==> config.mk <==
export PLATFORM = sky130hd
export DESIGN_NAME = linear_ccd_sequencer_flat
export DESIGN_NICKNAME = d
export VERILOG_FILES = /design/src/rtl/linear_ccd_sequencer_pkg.sv /design/src/rtl/linear_ccd_sequencer_if.sv /design/src/rtl/linear_ccd_sequencer_detect_rising_edge.sv /design/src/rtl/linear_ccd_sequencer.sv /design/src/flat_wrapper.sv
export SDC_FILE = /design/constraint.sdc
export NUM_CORES = 1
export LEC_CHECK = 0
export CELL_PAD_IN_SITES_DETAIL_PLACEMENT = 1
export CELL_PAD_IN_SITES_GLOBAL_PLACEMENT = 1
export CORE_MARGIN = 2
export CORE_UTILIZATION = 48
export CTS_CLUSTER_DIAMETER = 80
export CTS_CLUSTER_SIZE = 14
export DETAILED_ROUTE_END_ITERATION = 16
export DONT_BUFFER_PORTS = 1
export PLACE_DENSITY_LB_ADDON = 0.15
export SLEW_MARGIN = 15
export SYNTH_ARGS = -nofsm -noshare
export SYNTH_HDL_FRONTEND = slang
export SYNTH_SLANG_ARGS = --single-unit
==> constraint.sdc <==
create_clock -name sys_clk -period 4.9 [get_ports sys_clk]
set_input_delay 0.49 -clock sys_clk [delete_from_list [all_inputs] [get_ports sys_clk]]
set_output_delay 0.49 -clock sys_clk [all_outputs]
set_load 0.01 [all_outputs]
==> src/rtl/linear_ccd_sequencer_pkg.sv <==
// Shared state encoding and ILX511B default timing for the linear CCD sequencer.
package ccd_seq_pkg;

  typedef logic [2:0] state_t;

  localparam logic [2:0] ST_IDLE      = 3'd0;
  localparam logic [2:0] ST_PRE_ROG   = 3'd1;
  localparam logic [2:0] ST_ROG_RESET = 3'd2;
  localparam logic [2:0] ST_INTEG     = 3'd3;
  localparam logic [2:0] ST_ROG_LATCH = 3'd4;
  localparam logic [2:0] ST_POST_ROG  = 3'd5;
  localparam logic [2:0] ST_READOUT   = 3'd6;
  localparam logic [2:0] ST_DONE      = 3'd7;

  localparam int ILX_PIXELS       = 2087;
  localparam int ILX_CLK_DIV      = 4;
  localparam int ILX_SETUP_CYC    = 300;
  localparam int ILX_TICKS_PER_MS = 50000;

endpackage

==> src/rtl/linear_ccd_sequencer_if.sv <==
// Control/status bundle between acquisition logic and the CCD sequencer.
// Optional strobe signal present when LINEAR_CCD_STROBE_EN is defined.
interface ccd_seq_if #(
  parameter int INT_W = 16
);
  logic             start;
  logic             cont_mode;
  logic             abort;
  logic [INT_W-1:0] int_time_ms;
  logic             ccd_clk;
  logic             ccd_rog;
  logic             adc_start;
  logic [15:0]      pix_idx;
  logic             frame_start;
  logic             frame_done;
  logic             busy;
  logic             overrun;
`ifdef LINEAR_CCD_STROBE_EN
  logic             strobe;
`endif

  modport master (
    output start, cont_mode, abort, int_time_ms,
    input  ccd_clk, ccd_rog, adc_start, pix_idx, frame_start, frame_done, busy, overrun
`ifdef LINEAR_CCD_STROBE_EN
    , input strobe
`endif
  );

  modport slave (
    input  start, cont_mode, abort, int_time_ms,
    output ccd_clk, ccd_rog, adc_start, pix_idx, frame_start, frame_done, busy, overrun
`ifdef LINEAR_CCD_STROBE_EN
    , output strobe
`endif
  );

endinterface

==> src/rtl/linear_ccd_sequencer_detect_rising_edge.sv <==
// Single-cycle rising-edge detector on a level input.
module detect_rising_edge (
  input  logic clk,
  input  logic rst,
  input  logic din,
  output logic rise
);
  logic prev;

  always_ff @(posedge clk) begin
    if (rst) prev <= 1'b0;
    else     prev <= din;
  end

  assign rise = din & ~prev;

endmodule

==> src/rtl/linear_ccd_sequencer.sv <==
// Linear CCD timing generator: ROG/clock sequencing, per-pixel ADC strobes.
// Define LINEAR_CCD_STROBE_EN to add a light-source strobe high during ROG_LATCH.
module linear_ccd_sequencer
  import ccd_seq_pkg::*;
#(
  parameter int PIXELS       = ILX_PIXELS,
  parameter int CLK_DIV      = ILX_CLK_DIV,
  parameter int SETUP_CYC    = ILX_SETUP_CYC,
  parameter int TICKS_PER_MS = ILX_TICKS_PER_MS,
  parameter int ADC_PHASE    = 1,
  parameter int INT_W        = 16
)(
  input logic     sys_clk,
  input logic     sys_rst,
  ccd_seq_if.slave bus
);
  localparam int PH_MAX_A = (SETUP_CYC > TICKS_PER_MS) ? SETUP_CYC : TICKS_PER_MS;
  localparam int PH_MAX   = (PH_MAX_A > 2 * CLK_DIV) ? PH_MAX_A : 2 * CLK_DIV;
  localparam int PH_W     = $clog2(PH_MAX + 1);

  localparam logic [PH_W-1:0] SETUP_LAST = PH_W'(SETUP_CYC - 1);
  localparam logic [PH_W-1:0] TICK_LAST  = PH_W'(TICKS_PER_MS - 1);
  localparam logic [PH_W-1:0] PIXPH_LAST = PH_W'(2 * CLK_DIV - 1);
  localparam logic [PH_W-1:0] HALF       = PH_W'(CLK_DIV);
  localparam logic [PH_W-1:0] ADC_PH     = PH_W'(ADC_PHASE);
  localparam logic [15:0]     PIX_LAST   = 16'(PIXELS - 1);

  function automatic logic [INT_W-1:0] sat_int(input logic [INT_W-1:0] v);
    return (v == '0) ? INT_W'(1) : v;
  endfunction

  state_t           st, st_nx, nxt;
  logic [PH_W-1:0]  ph, ph_nx;
  logic [INT_W-1:0] ms, ms_nx, lat, lat_nx;
  logic [15:0]      pix, pix_nx;
  logic             go, enter_pre, rise, ov_nx;
  logic             ccd_clk_q, ccd_rog_q, adc_q, fs_q, fd_q, busy_q, ov_q;
  logic [15:0]      pix_q;

  detect_rising_edge u_start_edge (
    .clk  (sys_clk),
    .rst  (sys_rst),
    .din  (bus.start),
    .rise (rise)
  );

  // Every state entry reloads the shared phase counter; INTEG and READOUT wrap it per ms/pixel.
  always_comb begin
    st_nx  = st;
    ph_nx  = ph + 1'b1;
    ms_nx  = ms;
    pix_nx = pix;
    lat_nx = lat;
    ov_nx  = ov_q;
    go     = 1'b0;
    nxt    = st;
    if (bus.abort) begin
      go  = 1'b1;
      nxt = ST_IDLE;
    end else begin
      if (rise && st != ST_IDLE) ov_nx = 1'b1;
      case (st)
        ST_IDLE: begin
          ph_nx = '0;
          if (rise) begin
            go    = 1'b1;
            nxt   = ST_PRE_ROG;
            ov_nx = 1'b0;
          end
        end
        ST_PRE_ROG:   if (ph == SETUP_LAST) begin go = 1'b1; nxt = ST_ROG_RESET; end
        ST_ROG_RESET: if (ph == SETUP_LAST) begin go = 1'b1; nxt = ST_INTEG;     end
        ST_INTEG: begin
          if (ph == TICK_LAST) begin
            ph_nx = '0;
            ms_nx = ms + 1'b1;
            if (ms == lat - 1'b1) begin go = 1'b1; nxt = ST_ROG_LATCH; end
          end
        end
        ST_ROG_LATCH: if (ph == SETUP_LAST) begin go = 1'b1; nxt = ST_POST_ROG; end
        ST_POST_ROG:  if (ph == SETUP_LAST) begin go = 1'b1; nxt = ST_READOUT;  end
        ST_READOUT: begin
          if (ph == PIXPH_LAST) begin
            ph_nx  = '0;
            pix_nx = pix + 1'b1;
            if (pix == PIX_LAST) begin go = 1'b1; nxt = ST_DONE; end
          end
        end
        ST_DONE: begin
          go  = 1'b1;
          nxt = bus.cont_mode ? ST_PRE_ROG : ST_IDLE;
        end
        default: begin go = 1'b1; nxt = ST_IDLE; end
      endcase
    end
    if (go) begin
      st_nx  = nxt;
      ph_nx  = '0;
      ms_nx  = '0;
      pix_nx = '0;
    end
    enter_pre = go && (nxt == ST_PRE_ROG);
    if (enter_pre) lat_nx = sat_int(bus.int_time_ms);
  end

  always_ff @(posedge sys_clk) lat <= lat_nx;

  // Outputs are registered from the next-state values so they align with the state they describe.
  always_ff @(posedge sys_clk) begin
    if (sys_rst) begin
      st        <= ST_IDLE;
      ph        <= '0;
      ms        <= '0;
      pix       <= '0;
      ccd_clk_q <= 1'b1;
      ccd_rog_q <= 1'b1;
      adc_q     <= 1'b0;
      pix_q     <= '0;
      fs_q      <= 1'b0;
      fd_q      <= 1'b0;
      busy_q    <= 1'b0;
      ov_q      <= 1'b0;
    end else begin
      st        <= st_nx;
      ph        <= ph_nx;
      ms        <= ms_nx;
      pix       <= pix_nx;
      ccd_clk_q <= !(st_nx == ST_READOUT && ph_nx < HALF);
      ccd_rog_q <= !(st_nx == ST_ROG_RESET || st_nx == ST_ROG_LATCH);
      adc_q     <= (st_nx == ST_READOUT) && (ph_nx == ADC_PH);
      pix_q     <= (st_nx == ST_READOUT) ? pix_nx : 16'd0;
      fs_q      <= enter_pre;
      fd_q      <= (st_nx == ST_DONE);
      busy_q    <= (st_nx != ST_IDLE);
      ov_q      <= ov_nx;
    end
  end

`ifdef LINEAR_CCD_STROBE_EN
  logic strobe_q;
  always_ff @(posedge sys_clk) begin
    if (sys_rst) strobe_q <= 1'b0;
    else         strobe_q <= (st_nx == ST_ROG_LATCH);
  end
  assign bus.strobe = strobe_q;
`endif

  assign bus.ccd_clk     = ccd_clk_q;
  assign bus.ccd_rog     = ccd_rog_q;
  assign bus.adc_start   = adc_q;
  assign bus.pix_idx     = pix_q;
  assign bus.frame_start = fs_q;
  assign bus.frame_done  = fd_q;
  assign bus.busy        = busy_q;
  assign bus.overrun     = ov_q;

endmodule

==> src/flat_wrapper.sv <==
// flat-port wrapper written by rule: the top's interface ports become plain ports
module linear_ccd_sequencer_flat import ccd_seq_pkg::*;
#(
  parameter int PIXELS       = ILX_PIXELS,
  parameter int CLK_DIV      = ILX_CLK_DIV,
  parameter int SETUP_CYC    = ILX_SETUP_CYC,
  parameter int TICKS_PER_MS = ILX_TICKS_PER_MS,
  parameter int ADC_PHASE    = 1,
  parameter int INT_W        = 16
)
  (sys_clk, sys_rst, bus_start, bus_cont_mode, bus_abort, bus_int_time_ms, bus_ccd_clk, bus_ccd_rog, bus_adc_start, bus_pix_idx, bus_frame_start, bus_frame_done, bus_busy, bus_overrun);
  ccd_seq_if #(.INT_W(INT_W)) bus_i ();
  input logic sys_clk;
  input logic sys_rst;
  input wire logic [$bits(bus_i.start)-1:0] bus_start;
  input wire logic [$bits(bus_i.cont_mode)-1:0] bus_cont_mode;
  input wire logic [$bits(bus_i.abort)-1:0] bus_abort;
  input wire logic [$bits(bus_i.int_time_ms)-1:0] bus_int_time_ms;
  output wire logic [$bits(bus_i.ccd_clk)-1:0] bus_ccd_clk;
  output wire logic [$bits(bus_i.ccd_rog)-1:0] bus_ccd_rog;
  output wire logic [$bits(bus_i.adc_start)-1:0] bus_adc_start;
  output wire logic [$bits(bus_i.pix_idx)-1:0] bus_pix_idx;
  output wire logic [$bits(bus_i.frame_start)-1:0] bus_frame_start;
  output wire logic [$bits(bus_i.frame_done)-1:0] bus_frame_done;
  output wire logic [$bits(bus_i.busy)-1:0] bus_busy;
  output wire logic [$bits(bus_i.overrun)-1:0] bus_overrun;
  assign bus_i.start = bus_start;
  assign bus_i.cont_mode = bus_cont_mode;
  assign bus_i.abort = bus_abort;
  assign bus_i.int_time_ms = bus_int_time_ms;
  assign bus_ccd_clk = bus_i.ccd_clk;
  assign bus_ccd_rog = bus_i.ccd_rog;
  assign bus_adc_start = bus_i.adc_start;
  assign bus_pix_idx = bus_i.pix_idx;
  assign bus_frame_start = bus_i.frame_start;
  assign bus_frame_done = bus_i.frame_done;
  assign bus_busy = bus_i.busy;
  assign bus_overrun = bus_i.overrun;
  linear_ccd_sequencer #(.PIXELS(PIXELS), .CLK_DIV(CLK_DIV), .SETUP_CYC(SETUP_CYC), .TICKS_PER_MS(TICKS_PER_MS), .ADC_PHASE(ADC_PHASE), .INT_W(INT_W)) u_core (.sys_clk(sys_clk), .sys_rst(sys_rst), .bus(bus_i));
endmodule
==> results of run 1 <==
## path summary, 6_finish.rpt
path	from	cells after the start	to
worst max register to register	u_core.lat[0]	10	u_core.lat[15]
worst min register to register	u_core.ph[0]	1	u_core.ph[0]
worst min-delay path	sys_rst	1	u_core.u_start_edge.prev
worst max-delay path	u_core.lat[0]	10	u_core.lat[15]
## flip-flops by register name (all words and copies together) (netlist names), 3 cells and up, named ones only
signal / flops
u_core.lat: 16
u_core.ms: 16
u_core.bus.pix_idx: 16
u_core.pix: 16
u_core.ph: 16
u_core.st: 3
## worst max-delay path, cell delays in order (launching register included)
cell and delay (ns):
edfxtp_1 0.51, inv_1 0.11, ha_1 0.27, nor3b_1 0.44, nand4b_1 0.18, o2bb2ai_1 0.16, or4_1 0.55, a2111oi_4 0.39
o31a_1 0.33, nor4_2 0.08, buf_4 0.23
## routing by layer
layer	track usage	routed length (µm)	up-vias
met4	0.0884	315	0
met1	0.262	4500	1779
li1	-	-	1775
met5	0	0	-
met3	0.0442	252	29
met2	0.386	5430	52
## per-stage QoR
| step | cells | area, µm² | hold WS, ns | worst slack (ns) | total power, mW |
|---|---|---|---|---|---|
| after floorplan | 521 | 4590 | 0.477 | 0.909 | 0.838 |
| after global placement | 616 | 4620 | 0.523 | 1.58 | 0.844 |
| after detailed placement | 616 | 4620 | 0.529 | 1.43 | 0.846 |
| after CTS | 632 | 4830 | 0.175 | 1.39 | 1.36 |
| after global routing | 632 | 4830 | 0.179 | 1.16 | 1.40 |
| final | 632 | 4830 | 0.190 | 1.40 | 1.35 |
## layout make-up
class	count	share of cell area
tap	129	0.0334
timing repair buffer	4	0.00622
clock inverter	5	0.0130
inverter	17	0.0132
multi-input combinational	375	0.494
clock buffer	11	0.0293
sequential	91	0.411
## power breakdown
part           internal, mW  switching [mW]  leakage, nW  total [mW]
logic                0.0176          0.0305        0.732      0.0480
clock network         0.252           0.269       0.0957       0.521
registers             0.769          0.0108        0.752       0.780
total                  1.04           0.310         1.58        1.35
## cell usage in the layout, fill, tap and decap left out, types with 3 or more instances in the layout
cell      instances
nor2_1           76
dfxtp_1          75
xnor2_1          34
nor3_1           33
xor2_1           30
nand2_1          27
nand3_1          20
nand4_1          19
inv_1            17
edfxtp_1         16
and3_1           11
nor4_1           11
clkbuf_8         10
o21ai_0           9
or3_1             8
and2_1            7
a21oi_1           7
and4_1            6
nand2b_1          6
nor2b_1           5
ha_1              5
mux2i_1           4
buf_4             4
o211ai_1          3
or4_1             3
or2_2             3
nand3b_1          3
a31oi_1           3
a211o_1           3
## logic make-up after synthesis
group / synth area share
and+or+nand+nor: 0.289
DFF: 0.432
xor gates and xnor gates: 0.122
buffers and inverters: 0.0499
AOI/OAI and AO/OA: 0.0851
adders and majority gates: 0.0136
muxes: 0.00872
==> out/qor.txt, run 1 <==
Fillers: 1087
die height: 102 µm
Gates resized, CTS repair: 0
H-tree depth: 3
Post-CTS Hold Buffers: 0
clock-pin slew on the worst setup and hold paths: 0.09 ns
Mapped Cells: 521
Slew @ Worst Pin: 0.857 ns
Post-synth EDFFs: 16
synth unique cells: 61
first-pass GRT wire length: 18000 µm
Ys Warns: 0
Max Transition Viols Final: 0
sequential cell area: 1980 µm²
register area share after synthesis: 0.432
Sink Count: 91
chip width: 102 µm
Final TNS setup: 0 ns
Tmin final: 3.50 ns
crit end category: register
final net count: 524
P per Cell Area: 279 nW/µm²
Antenna Nets Post-Route: 0
Synth area leader: dfxtp_1
clock skew: 0.00977 ns
Inserted Clock Buffers: 9
Post-Syn Area per Cell: 8.81 µm²
max-cap violation count: 0
final core occ: 0.522
synthesized area: 4590 µm²
Post-CTS Repair Setup Buffers: 0
Clock Path Buffers: 2
antenna violations before repair: 0
Startpoint Class: register
final count of hold timing violations: 0
gr ovfl total: 0
Yosys reg bits: 91
cell with the most instances after synthesis: nor2_1
Starting Density: 0.497
post-synth top area share: 0.327
die area: 10400 µm²
hpwl dp: 7970 µm
Max IR drop VDD: 148 µV
DRT iter0 DRCs: 70
RSZ-0062 raised after global routing: no
Syn Nets: 547
R2R Setup Slk: 1.40 ns
TritonCTS clock tree: yes
ant diodes: 0
Main synth FF type: dfxtp_1
multi-input logic area: 2380 µm²
Worst Path Max Fanout: 16
Worst Path Arrival: 3.61 ns
port bufs: 0
Root Driver: clkbuf_8
critical path required time: 5.01 ns
share of cells above drive strength 1: 0.0557
Boundary Pins: 44
Core Footprint: 9240 µm²
outcome: completed
1st-pass router iterations: 4
Pleak: 1.58 nW
Final setup viols: 0
synth cell count leaders: 76 x nor2_1, 75 x dfxtp_1, 34 x xnor2_1
drc violations: 0
worst skew pair latency: 0.36 ns
largest net degree at the start of global routing: 26
vias in the first global route: 3761
Post-Route WL: 10500 µm
fin crit share: 0.715
routability cong.: 0.856
Worst Setup Path Type: reg2reg
Hold WC Path Type: in2reg
Max-Slew Margin vs Limit: 0.424
# rows: 35
Area Growth Syn to Fin: 5.15%
GRT Util Overall: 0.220
Vias: 3635
drt wl/cell: 16.6 µm
share of synthesized registers carrying an async set or reset: 0
Via density: 5.75
fmax: 0.285 GHz
top cells by area, synth: dfxtp_1 33%, edfxtp_1 10%, xnor2_1 6.5%, nor2_1 6.2%, xor2_1 5.7%
(Power assumes the default switching activity.)
==> inputs of run 2 (changes only) <==
--- a/config.mk
+++ b/config.mk
@@ -8,7 +8,7 @@
 export CELL_PAD_IN_SITES_DETAIL_PLACEMENT = 1
 export CELL_PAD_IN_SITES_GLOBAL_PLACEMENT = 1
 export CORE_MARGIN = 2
-export CORE_UTILIZATION = 48
+export CORE_UTILIZATION = 44
 export CTS_CLUSTER_DIAMETER = 80
 export CTS_CLUSTER_SIZE = 14
 export DETAILED_ROUTE_END_ITERATION = 16
==> constraint.sdc (replaced) <==
create_clock -name sys_clk -period 2.88 [get_ports sys_clk]
set_input_delay 0.288 -clock sys_clk [delete_from_list [all_inputs] [get_ports sys_clk]]
set_output_delay 0.288 -clock sys_clk [all_outputs]
set_load 0.01 [all_outputs]
==> run 2 against run 1 <==
Effect of this change: the flow now finishes with violations (negative setup slack); non-clock buffer count is 102 higher; hold slack worse by 0.13 ns; via count is 13% higher; critical path type unchanged; design area is 21% higher; largest cell class unchanged.
==> out/qor.txt, run 2 (synthesized netlist as in run 1, its figures left out) <==
outcome: complete, but fails checks
failing checks: negative setup slack
die area: 11300 µm²
DRT iter0 DRCs: 163
crit-path leading delay family: compound AO/OA/AOI/OAI gates
Sink Count: 91
Startpoint Class: register
Root Driver: clkbuf_8
Area Growth Syn to Fin: 26.8%
largest net degree at the start of global routing: 17
r2r startpoint: u_core.lat[0]
hpwl dp: 9280 µm
max-cap violation count: 0
Post-Route WL: 13300 µm
port bufs: 0
Final TNS setup: -10.64 ns
Bufs and invs on worst path: 6
chip width: 106 µm
drc violations: 0
Hold WC Path Type: in2reg
final net count: 626
crit path cell chain: buf_4 -> inv_1 -> ha_2 -> nor3b_4 -> buf_6 -> a41o_1 -> nand4_1 -> a211o_1 -> a2111oi_4 -> buf_4 -> a211o_4 -> buf_4 -> buf_8 -> nor2_1
Fillers: 1191
first-pass GRT wire length: 20800 µm
CP max stage cell: edfxtp_1
crit end category: register
final std cells w/o fill: 740
Max IR drop VDD: 271 µV
fmax: 0.326 GHz
placed cell count: 689
Via density: 5.54
TritonCTS clock tree: yes
antenna violations before repair: 0
Antenna Nets Post-Route: 0
Core Footprint: 10200 µm²
Clock Path Buffers: 2
P per Cell Area: 403 nW/µm²
RR Endpoint: u_core.ms[8]
sequential cell area: 1980 µm²
multi-input logic area: 2480 µm²
Tmin final: 3.07 ns
H-tree depth: 3
RSZ-0062 raised after global routing: yes
clock skew: 0.0108 ns
R2R Setup Slk: -0.19 ns
Boundary Pins: 44
worst reg2reg path depth: 14
Worst Path Arrival: 3.33 ns
overall power: 2.35 mW
Slew @ Worst Pin: 0.522 ns
CP peak stage delay: 0.43 ns
1st-pass router iterations: 4
Setup WS post-layout: -0.189 ns
Inserted Clock Buffers: 9
Starting Density: 0.449
ant diodes: 0
commonest non-fill, non-tap cell in the layout: buf_4
fin crit share: 1.07
Hold Crit Start: bus_abort
share of cells above drive strength 1: 0.205
final count of hold timing violations: 0
Vias: 4099
Hold EP: u_core.bus.ccd_clk
die height: 106 µm
clock-pin slew on the worst setup and hold paths: 0.09 ns
vias in the first global route: 4254
worst skew pair latency: 0.37 ns
WHS Path Cells: 1
most frequent cells in the layout: 78 x buf_4, 76 x nor2_1, 75 x dfxtp_1
Final setup viols: 70
drt wl/cell: 17.9 µm
Crit path top cell by count: buf_4
GRT Util Overall: 0.233
routability cong.: 0.896
Worst Setup Path Type: reg2reg
Max-Slew Margin vs Limit: 0.651
Pleak: 2.15 nW
# rows: 37
gr ovfl total: 0
Max Transition Viols Final: 0
Worst Path Max Fanout: 10
critical path required time: 3.14 ns
## run 2: cell types whose count changed in the layout (fill, tap and decap cells not counted), sizes merged
cell | before | now
buf | 4 | 88
bufbuf | 0 | 1
clkbuf | 11 | 10
clkinvlp | 2 | 1
dlygate4sd3 | 0 | 17
inv | 17 | 18
## run 2: how the worst max path moves through the flow
stage / from / end / slack (ns) / cells after the start
3_5_place_dp: u_core.lat[0] / u_core.lat[13] / -0.34 / 9
2_1_floorplan: u_core.ph[0] / u_core.lat[0] / 0.004 / 9
4_1_cts: u_core.lat[2] / u_core.ph[9] / -0.06 / 10
5_1_grt: u_core.lat[0] / u_core.pix[11] / -0.27 / 14
6_report: u_core.lat[0] / u_core.ms[8] / -0.19 / 14
3_3_place_gp: u_core.lat[1] / u_core.lat[13] / -0.18 / 7
## run 2: layer usage
layer  global-route usage  routed length [µm]
met5                    0                   0
met4               0.0686                 295
met3               0.0411                 348
met2                0.426                6920
met1                0.277                5700
## run 2: layout make-up
cell class / instances / area share
Multi-Input combinational cell: 375 / 0.426
Clock buffer: 10 / 0.0219
Timing Repair Buffer: 106 / 0.162
Tap cell: 136 / 0.0292
Sequential cell: 91 / 0.341
Inverter: 17 / 0.0110
Clock inverter: 5 / 0.00925
## run 2: power breakdown
part | internal (mW) | switching (mW) | total [mW]
Sequential | 1.31 | 0.0110 | 1.32
Clock | 0.394 | 0.452 | 0.847
Combinational | 0.0948 | 0.0860 | 0.181
Total | 1.80 | 0.549 | 2.35
## run 2: repair_timing
action	CTS	global route
hold buffers	12	5
endpoints found under the setup margin	66	71
cloned	1	0
hold endpoints to repair	14	5
gates resized for setup	13	14
setup buffers	12	6
pin swaps	7	9
## run 2: through the flow
step           area [µm²]  utilization  worst slack, ns  hold WS (ns)
2_1_floorplan        4620            -          0.00355         0.360
3_3_place_gp         5150        0.503           -0.176         0.362
3_5_place_dp         5150        0.503           -0.336         0.368
4_1_cts              5660        0.554          -0.0556       0.00320
5_1_grt              5820        0.569           -0.269        0.0405
6_report             5820        0.569           -0.189        0.0579
==> inputs of run 3 (changes only) <==
--- a/config.mk
+++ b/config.mk
@@ -5,10 +5,11 @@
 export SDC_FILE = /design/constraint.sdc
 export NUM_CORES = 1
 export LEC_CHECK = 0
+export ABC_AREA = 1
 export CELL_PAD_IN_SITES_DETAIL_PLACEMENT = 1
 export CELL_PAD_IN_SITES_GLOBAL_PLACEMENT = 1
 export CORE_MARGIN = 2
-export CORE_UTILIZATION = 44
+export CORE_UTILIZATION = 42
 export CTS_CLUSTER_DIAMETER = 80
 export CTS_CLUSTER_SIZE = 14
 export DETAILED_ROUTE_END_ITERATION = 16
==> run 3 against run 2 <==
Effect of this change: the flow now finishes without violations; clock skew shrank 0.0026 ns; sequential power about the same; routed wire length increased by 3.8%; sequential share of layout area is 0.78 points higher; power is 17% higher; via count grew 5.1%; register-to-register slack better by 0.29 ns; sequential cell count did not move; hold slack got worse by 0.045 ns; core utilization fell by 7.6 points; critical path type unchanged; critical endpoint is now u_core.lat[11].
==> out/qor.txt, run 3 <==
outcome: completed
H-tree depth: 3
Via density: 5.21
placed cell count: 800
Vias: 4307
synth unique cells: 39
Inserted Clock Buffers: 9
Psw: 0.623 mW
Mapped Cells: 675
clock skew: 0.00811 ns
Hold WC Path Type: in2reg
crit-path leading delay family: simple AND/OR/NAND/NOR gates
Hold Crit Start: sys_rst
largest net degree at the start of global routing: 22
1st-pass router iterations: 4
Ys Warns: 0
Syn Nets: 701
die height: 113 µm
Root Driver: clkbuf_16
Setup crit start: u_core.lat[4]
cell internal pwr: 2.12 mW
vias in the first global route: 4487
Main synth FF type: dfxtp_1
share of synthesized registers carrying an async set or reset: 0
Fillers: 1432
cell with the most instances after synthesis: nand2_1
fmax: 0.359 GHz
share of cells above drive strength 1: 0.165
Gate power share: 0.056
Worst Path Max Fanout: 8
final core occ: 0.493
port bufs: 0
Final TNS setup: 0 ns
Post-synth EDFFs: 16
most frequent cells in the layout: 130 x nand2_1, 90 x nor2_1, 83 x inv_1
Final setup viols: 0
overall power: 2.74 mW
clock-pin slew on the worst setup and hold paths: 0.07 ns
Antenna Nets Post-Route: 0
drc violations: 0
final std cells w/o fill: 826
Startpoint Class: register
Yosys reg bits: 91
Synth area leader: dfxtp_1
ant diodes: 0
# rows: 39
dpl cell area: 5180 µm²
Sink Count: 91
Slew @ Worst Pin: 0.599 ns
synth cell count leaders: 137 x nand2_1, 96 x nor2_1, 85 x inv_1
critical path required time: 2.94 ns
max-cap violation count: 0
Boundary Pins: 44
Starting Density: 0.435
worst skew pair latency: 0.35 ns
synthesized area: 5030 µm²
Area Growth Syn to Fin: 13.2%
DRT iter0 DRCs: 118
Worst Path Arrival: 2.85 ns
sequential power share: 0.484
final count of hold timing violations: 0
gr ovfl total: 0
Clock Power Share: 0.461
CP max stage cell: edfxtp_1
hpwl dp: 10200 µm
top cells by area, synth: dfxtp_1 30%, nand2_1 10%, edfxtp_1 9.5%, nor2_1 7.2%, inv_1 6.3%
fin crit share: 0.966
Max-Slew Margin vs Limit: 0.596
commonest non-fill, non-tap cell in the layout: nand2_1
chip width: 113 µm
Post-CTS Hold Buffers: 0
post-synth top area share: 0.298
routability cong.: 0.885
worst hold margin: 0.0131 ns
Bufs and invs on worst path: 1
die area: 12900 µm²
register area share after synthesis: 0.394
TritonCTS clock tree: yes
Post-Route WL: 13800 µm
CP peak stage delay: 0.51 ns
final net count: 705
P per Cell Area: 480 nW/µm²
drt wl/cell: 16.7 µm
dpl ws: 0.0732 ns
Pleak: 2.14 nW
Post-Syn Area per Cell: 7.46 µm²
Max Transition Viols Final: 0
Setup WS post-layout: 0.0965 ns
Core Footprint: 11600 µm²
Max IR drop VDD: 220 µV
Worst Setup Path Type: reg2reg
crit path cell chain: nor2_2 -> nand2_2 -> nor2_4 -> nand2_1 -> xor2_1 -> nand3_2 -> nor2_4 -> nand2_1 -> nand2_2 -> nand2_2 -> nand2_4 -> nand4_1 -> nor2_4 -> clkbuf_16
crit end category: register
switch share: 0.227
Tmin final: 2.78 ns
first-pass GRT wire length: 22400 µm
Clock Path Buffers: 2
r2r startpoint: u_core.lat[4]
final instance area: 5700 µm²
GRT Util Overall: 0.220
antenna violations before repair: 0
[run 3: layout make-up]
type	count	area [µm²]	share of cell area
Tap cell	143	179	0.0314
Clock inverter	4	53.8	0.00944
Multi-Input combinational cell	470	2700	0.474
Sequential cell	91	1990	0.348
Clock buffer	11	264	0.0463
Timing Repair Buffer	16	175	0.0307
Inverter	91	342	0.0599
[run 3: power by group through the flow]
stage	clock network, mW	logic, mW	registers, mW
4_1_cts	1.28	0.134	1.32
5_1_grt	1.33	0.168	1.33
3_5_place_dp	0	0.133	1.35
2_1_floorplan	0	0.0999	1.35
6_report	1.26	0.153	1.32
3_3_place_gp	0	0.131	1.35
[run 3: worst register-to-register path, stage by stage (launching register included)]
cell and delay [ns]:
edfxtp_1 0.51, nor2_2 0.19, nand2_2 0.11, nor2_4 0.19, nand2_1 0.10, xor2_1 0.22, nand3_2 0.13, nor2_4 0.13
nand2_1 0.08, nand2_2 0.08, nand2_2 0.09, nand2_4 0.08, nand4_1 0.18, nor2_4 0.23, clkbuf_16 0.19
[run 3: final timing paths]
path / slack [ns] / end / depth (start not counted)
setup reg to reg: 0.1 / u_core.lat[11] / 14
setup / recovery: 0.1 / u_core.lat[11] / 14
hold reg to reg: 0.48 / u_core.ph[0] / 1
hold / removal: 0.01 / u_core.ph[0] / 1
[run 3: repair_timing]
item	in CTS	in global routing
setup buffers	0	10
resized for setup	0	28
endpoints found under the setup margin	0	79
[run 3: logic make-up (layout without fill, tap and decap cells)]
kind of cell               count (synthesis)  in the layout  share of synthesized area
DFF                                       91             91                      0.394
adders and majority gates                  5              5                     0.0124
xor gates and xnor gates                  41             41                     0.0741
and+or+nand+nor                          386            386                      0.388
buffers and inverters                    114            122                     0.0890
AOI/OAI and AO/OA                         38             38                     0.0430
[run 3: layer usage]
layer  vias up  wire length [µm]  track usage
met5         -                 0            0
met4         0               196       0.0537
met3        16               512       0.0473
met2        55              7150        0.387
met1      2082              5910        0.276
li1       2154                 -            -
